File: config.mk
export PLATFORM = sky130hd
export DESIGN_NAME = apb_periph_decoder
export DESIGN_NICKNAME = d
export VERILOG_FILES = /design/src/rtl/apb_dec_pkg.sv /design/src/rtl/apb_periph_decoder.sv
export SDC_FILE = /design/constraint.sdc
export NUM_CORES = 1
export LEC_CHECK = 0
export ABC_AREA = 1
export CAP_MARGIN = 0
export CORE_ASPECT_RATIO = 1.25
export CORE_MARGIN = 2
export CORE_UTILIZATION = 34
export CTS_CLUSTER_DIAMETER = 40
export DETAILED_ROUTE_END_ITERATION = 16
export GPL_ROUTABILITY_DRIVEN = 0
export MAX_ROUTING_LAYER = met4
export PLACE_DENSITY = 0.78
export SLEW_MARGIN = 20
export SYNTH_ARGS = -nofsm -noshare
export SYNTH_HDL_FRONTEND = slang
export SYNTH_SLANG_ARGS = --single-unit
File: constraint.sdc
create_clock -name clk_apb -period 1.7 [get_ports clk_apb]
set_clock_uncertainty 0.15 [all_clocks]
set_input_delay 0.34 -clock clk_apb [delete_from_list [all_inputs] [get_ports clk_apb]]
set_output_delay 0.34 -clock clk_apb [all_outputs]
set_load 0.02 [all_outputs]
File: src/rtl/apb_dec_pkg.sv
// Shared types and the address-region-to-slot map for apb_periph_decoder.
package apb_dec_pkg;

  typedef enum logic [1:0] {
    IDLE   = 2'd0,
    SETUP  = 2'd1,
    ACCESS = 2'd2,
    RESP   = 2'd3
  } state_t;

  localparam logic [2:0] SLV_I2C   = 3'd0;
  localparam logic [2:0] SLV_SPI   = 3'd1;
  localparam logic [2:0] SLV_GPIO  = 3'd2;
  localparam logic [2:0] SLV_INT   = 3'd3;
  localparam logic [2:0] SLV_SPARE = 3'd4;

  typedef struct packed {
    logic       valid;
    logic [2:0] idx;
  } slot_sel_t;

  // The spare port sits at region 0x3 and INT at 0x4, so slot order != region order.
  function automatic slot_sel_t region_to_slot(input logic [3:0] region);
    slot_sel_t r;
    r.valid = 1'b1;
    r.idx   = SLV_I2C;
    case (region)
      4'h0:    r.idx = SLV_I2C;
      4'h1:    r.idx = SLV_SPI;
      4'h2:    r.idx = SLV_GPIO;
      4'h3:    r.idx = SLV_SPARE;
      4'h4:    r.idx = SLV_INT;
      default: r.valid = 1'b0;
    endcase
    return r;
  endfunction

endpackage

File: src/rtl/apb_periph_decoder.sv
// Registered APB3 decode/response stage for the I2C/SPI/GPIO/INT peripheral cluster.
// Define APB_DEC_TIMEOUT_EN to add a hung-slave timeout in the ACCESS phase.
module apb_periph_decoder
  import apb_dec_pkg::*;
#(
  parameter int unsigned APB_DW      = 32,
  parameter int unsigned APB_AW      = 12,
  parameter int unsigned NUM_SLV     = 5,
  parameter int unsigned TIMEOUT_CYC = 255
) (
  input  logic                      clk_apb,
  input  logic                      rst_apb_n,
  input  logic [APB_AW-1:0]         paddr,
  input  logic                      pwrite,
  input  logic [APB_DW-1:0]         pwdata,
  input  logic                      psel,
  input  logic                      penable,
  output logic [APB_DW-1:0]         prdata,
  output logic                      pready,
  output logic                      pslverr,
  output logic [NUM_SLV-1:0]        m_psel,
  output logic                      m_penable,
  output logic [APB_AW-1:0]         m_paddr,
  output logic                      m_pwrite,
  output logic [APB_DW-1:0]         m_pwdata,
  input  logic [NUM_SLV*APB_DW-1:0] s_prdata,
  input  logic [NUM_SLV-1:0]        s_pready,
  input  logic [NUM_SLV-1:0]        s_pslverr,
  output logic                      dec_err
);

  state_t             state, state_nxt;
  slot_sel_t          dec;
  logic [2:0]         idx;
  logic               setup_req;
  logic               sel_ready;
  logic               sel_err;
  logic [APB_DW-1:0]  sel_data;
  logic               timeout_hit;

  always_comb begin
    dec       = region_to_slot(paddr[APB_AW-1 -: 4]);
    setup_req = psel & ~penable;
  end

  // Only the captured slot's response is looked at; the others are don't-care.
  always_comb begin
    sel_ready = 1'b0;
    sel_err   = 1'b0;
    sel_data  = '0;
    for (int unsigned i = 0; i < NUM_SLV; i++) begin
      if (idx == 3'(i)) begin
        sel_ready = s_pready[i];
        sel_err   = s_pslverr[i];
        sel_data  = s_prdata[i*APB_DW +: APB_DW];
      end
    end
  end

`ifdef APB_DEC_TIMEOUT_EN
  logic [15:0] to_cnt;

  always_ff @(posedge clk_apb) begin
    if (!rst_apb_n) begin
      to_cnt <= '0;
    end else if (state_nxt == SETUP) begin
      to_cnt <= '0;
    end else if (state == ACCESS && !sel_ready) begin
      to_cnt <= to_cnt + 16'd1;
    end
  end

  always_comb begin
    timeout_hit = (state == ACCESS) && !sel_ready && (to_cnt == 16'(TIMEOUT_CYC - 1));
  end
`else
  always_comb begin
    timeout_hit = 1'b0;
  end
`endif

  always_ff @(posedge clk_apb) begin
    if (!rst_apb_n) begin
      state <= IDLE;
    end else begin
      state <= state_nxt;
    end
  end

  always_comb begin
    state_nxt = state;
    m_psel    = '0;
    m_penable = 1'b0;
    pready    = 1'b0;
    case (state)
      IDLE: begin
        if (setup_req) begin
          state_nxt = dec.valid ? SETUP : RESP;
        end
      end
      SETUP: begin
        m_psel[idx] = 1'b1;
        state_nxt   = ACCESS;
      end
      ACCESS: begin
        m_psel[idx] = 1'b1;
        m_penable   = 1'b1;
        if (sel_ready || timeout_hit) begin
          state_nxt = RESP;
        end
      end
      RESP: begin
        pready    = 1'b1;
        state_nxt = IDLE;
      end
      default: state_nxt = IDLE;
    endcase
  end

  // prdata/pslverr are loaded on RESP entry and cleared on RESP exit.
  always_ff @(posedge clk_apb) begin
    if (!rst_apb_n) begin
      idx      <= '0;
      m_paddr  <= '0;
      m_pwrite <= 1'b0;
      m_pwdata <= '0;
      prdata   <= '0;
      pslverr  <= 1'b0;
      dec_err  <= 1'b0;
    end else begin
      dec_err <= 1'b0;
      case (state)
        IDLE: begin
          if (setup_req) begin
            m_paddr  <= paddr;
            m_pwrite <= pwrite;
            m_pwdata <= pwdata;
            idx      <= dec.idx;
            if (!dec.valid) begin
              prdata  <= '0;
              pslverr <= 1'b1;
              dec_err <= 1'b1;
            end
          end
        end
        ACCESS: begin
          if (sel_ready) begin
            prdata  <= m_pwrite ? '0 : sel_data;
            pslverr <= sel_err;
          end else if (timeout_hit) begin
            prdata  <= '0;
            pslverr <= 1'b1;
            dec_err <= 1'b1;
          end
        end
        RESP: begin
          prdata  <= '0;
          pslverr <= 1'b0;
        end
        default: ;
      endcase
    end
  end

endmodule

==> impl_results.md <==
- Run status: complete, but fails checks
- Violated checks: setup timing
- Syn avg cell area: 5.86 µm²
- Die Wd: 111 µm
- Commonest cells in the synthesized netlist: 220 x nor2_1, 215 x nand2_1, 84 x dfxtp_1
- Combinational family with the most area after synthesis: simple AND/OR/NAND/NOR gates
- FFs w/ async S/R, synth: 0%
- Most common cell in the netlist: nor2_1
- Wire per inst: ~16 µm
- FF+latch count, synth: 84
- Core box area: 13900 µm²
- CP required: 1.21 ns
- Logic pwr share: 62.3%
- Worst relative slew slack: 74.8%
- Number of top-level pins: around 310
- Final hold vios: 0
- Final period utilization: 110%
- HPWL after DPL: between 10 and 15 mm
- Vias/cell: 4.78
- Post-Place Cells: between 1000 and 1500
- GRT Total Usage: 25.9%
- Worst-margin pin slew: ~0.37 ns
- Clk pwr share: 14.9%
- Cell area after synthesis: between 4000 and 5000 µm²
- Setup WS post-layout: -0.170 ns
- Vias in the first global route: 6371
- Fillcell total: 1241
- Post-synth cell types: 27
- Antenna diodes: 0
- CP Data Arrival Time: 1.38 ns
- XOR/XNOR Fraction of Synth Area: 0%
- Type of element launching the critical path: register
- Switch Pwr: between 0.005 and 0.006 W
- Synth Area in Simple Gates: 44.9%
- Power Internal: approximately 0.0073 W
- Final wirelength: 21.0 mm
- First drt pass iteration count: 5
- Ys Warns: 0
- Synth top area cells: dfxtp_1 34%, nor2_1 17%, nand2_1 17%
- Layout cells sized above 1: 16.6%
- Crit path kind: reg2out
- Slew Limit Fails: 0
- CTS tree: yes
- Area of the multi-input gates: 2970 µm²
- Finished Layout Cells: between 1000 and 1500
- RSZ-0062 raised after global routing: true
- Hold Path Class: in2reg
- Switching Fraction: 43.5%
- Die area: between 15000 and 20000 µm²
- Seq pwr share: 22.8%
- Rows: 48
- Worst hold slack: 0.257 ns
- Final global-route overflow total: 0
- Main synth FF type: dfxtp_1
- CTS Hold Buffers Added: 0
- Register area share after synthesis: 34.5%
- Die height: roughly 140 µm
- Remaining routing DRC violations: 0
- Total nets after synthesis: 1055
- Post-Syn Instances: between 800 and 900
- Adder-Cell Fraction of Synth Area: less than 1%
- Critical path peak fanout: 6
- Leakage power: about 4.7 nW
- Final Critical Period: 1.87 ns
- NumNets Final: approximately 1400
- Top-area cell type share of the netlist area: 34.5%
- Initial core utilization: 35.0%
- Clk pin slew, worst setup/hold paths: 0.07 ns
- Clock Path Buffers: 2
- Leading area contributor after synthesis: dfxtp_1
- Total number of vias: 6473
- Starting DRT DRC Count: 288
- Crit end category: output pin
- # setup viols final: 37
- Port Buffer Count: between 300 and 400
- P&R area growth vs syn: 92.8%
- Max VDD drop: 0.000751 V
- Post-synthesis compound-gate area fraction: 9.08%
- FMAX: 535 MHz
- Global-route wire length before repair: ~30 mm
- Post-synth EDFFs: 0
- PD cells: 1380 nW/µm²
- Worst skew pair latency: 0.34 ns
- Final antenna-violating net count: 0
- Initial antenna violation count: 0
- Largest net degree at the start of global routing: 41
- H-tree lvl count: 3
- Max Cap Viol: 0
- Clk root buf: clkbuf_16
- Sequential Area: 1690 µm²
- Clk sinks: 84
- Number of buffers created by CTS: 9
- Mux contribution to synthesized area: 0%
-- timing repair --
item	CTS	global route
buffers inserted	9	7
pin swaps	14	21
hold endpoints to repair	0	0
cloned	5	5
setup endpoints to repair	121	41
resized for setup	171	64
-- final timing paths --
kind | start | to | slack (ns) | cells after the start
max | state[0] | m_psel[0] | -0.17 | 5
min | rst_apb_n | m_pwdata[7] | 0.26 | 3
max reg2reg | idx[1] | prdata[29] | -0.16 | 15
min reg2reg | m_paddr[8] | m_paddr[8] | 0.35 | 2
-- per-stage QoR --
| step | setup TNS [ns] | total power, W | util [%] | instance area, µm² | setup slack, ns |
|---|---|---|---|---|---|
| 3_5_place_dp | -17.67 | 0.00972 | 60.6 | 8440 | -0.421 |
| 2_1_floorplan | -1.39 | 0.00660 | - | 4900 | -0.0446 |
| 4_1_cts | -6.48 | 0.0124 | 64.7 | 9010 | -0.213 |
| 3_3_place_gp | -16.64 | 0.00960 | 60.6 | 8440 | -0.401 |
| 5_1_grt | -9.57 | 0.0139 | 67.5 | 9410 | -0.312 |
| 6_report | -4.71 | 0.0130 | 67.5 | 9410 | -0.170 |
-- routing by layer --
| metal | up-vias | wire (µm) | part of all wire [%] | track usage [%] |
|---|---|---|---|---|
| met1 | 2893 | 8000 | 38 | 26.7 |
| met3 | 45 | 1730 | 8.2 | 7.04 |
| li1 | 3274 | - | - | - |
| met2 | 261 | 10600 | 50 | 47.0 |
| met5 | - | 0 | 0 | - |
| met4 | 0 | 699 | 3.3 | 11.3 |
-- critical path, cell delays in order, from the launching register on --
cell and delay, ns:
dfxtp_2 0.33, inv_2 0.05, ha_4 0.28, inv_8 0.05, nor4_2 0.14, buf_4 0.19
-- cell usage in the layout (no fill, tap or decap), types with 4 or more instances in the layout --
cell type,n
clkdlybuf4s50_1,217
nor2_1,190
nand2_1,188
o21ai_0,79
dfxtp_1,79
dlygate4sd2_1,79
nand3_1,75
inv_1,60
buf_4,38
nor2_2,23
nand2_2,20
buf_6,18
clkbuf_16,14
buf_12,14
inv_2,11
nor2_4,8
nand2_4,8
nand4_1,6
buf_16,5
a21oi_1,4
-- registers in the layout, summed over array words and instances (netlist names) --
register and flops:
state 2, idx 3, m_paddr 12, m_pwdata 32
prdata 32, dec_err 1, pslverr 1, m_pwrite 1
-- cell families (layout without fill, tap and decap cells) --
family / after synthesis / count (layout)
flip-flops: 84 / 84
buffers and inverters: 127 / 472
AO/OA/AOI/OAI: 87 / 87
AND/OR/NAND/NOR: 532 / 532
adder cells (fa/ha/maj): 3 / 3
-- power by group through the flow --
stage	combinational, W	clock, W	sequential (W)
2_1_floorplan	0.00285	0	0.00374
3_3_place_gp	0.00662	0	0.00299
3_5_place_dp	0.00671	0	0.00301
4_1_cts	0.00740	0.00201	0.00296
5_1_grt	0.00878	0.00207	0.00304
6_report	0.00810	0.00194	0.00296
-- final cells by class --
| cell class | instances | share of cell area [%] |
|---|---|---|
| Clock buffer | 9 | 2.39 |
| Clock inverter | 7 | 0.758 |
| Inverter | 76 | 3.25 |
| Multi-Input combinational cell | 622 | 31.6 |
| Sequential cell | 84 | 18.0 |
| Tap cell | 175 | 2.33 |
| Timing Repair Buffer | 380 | 41.7 |
Note: power is estimated with default switching activity, not from simulation.
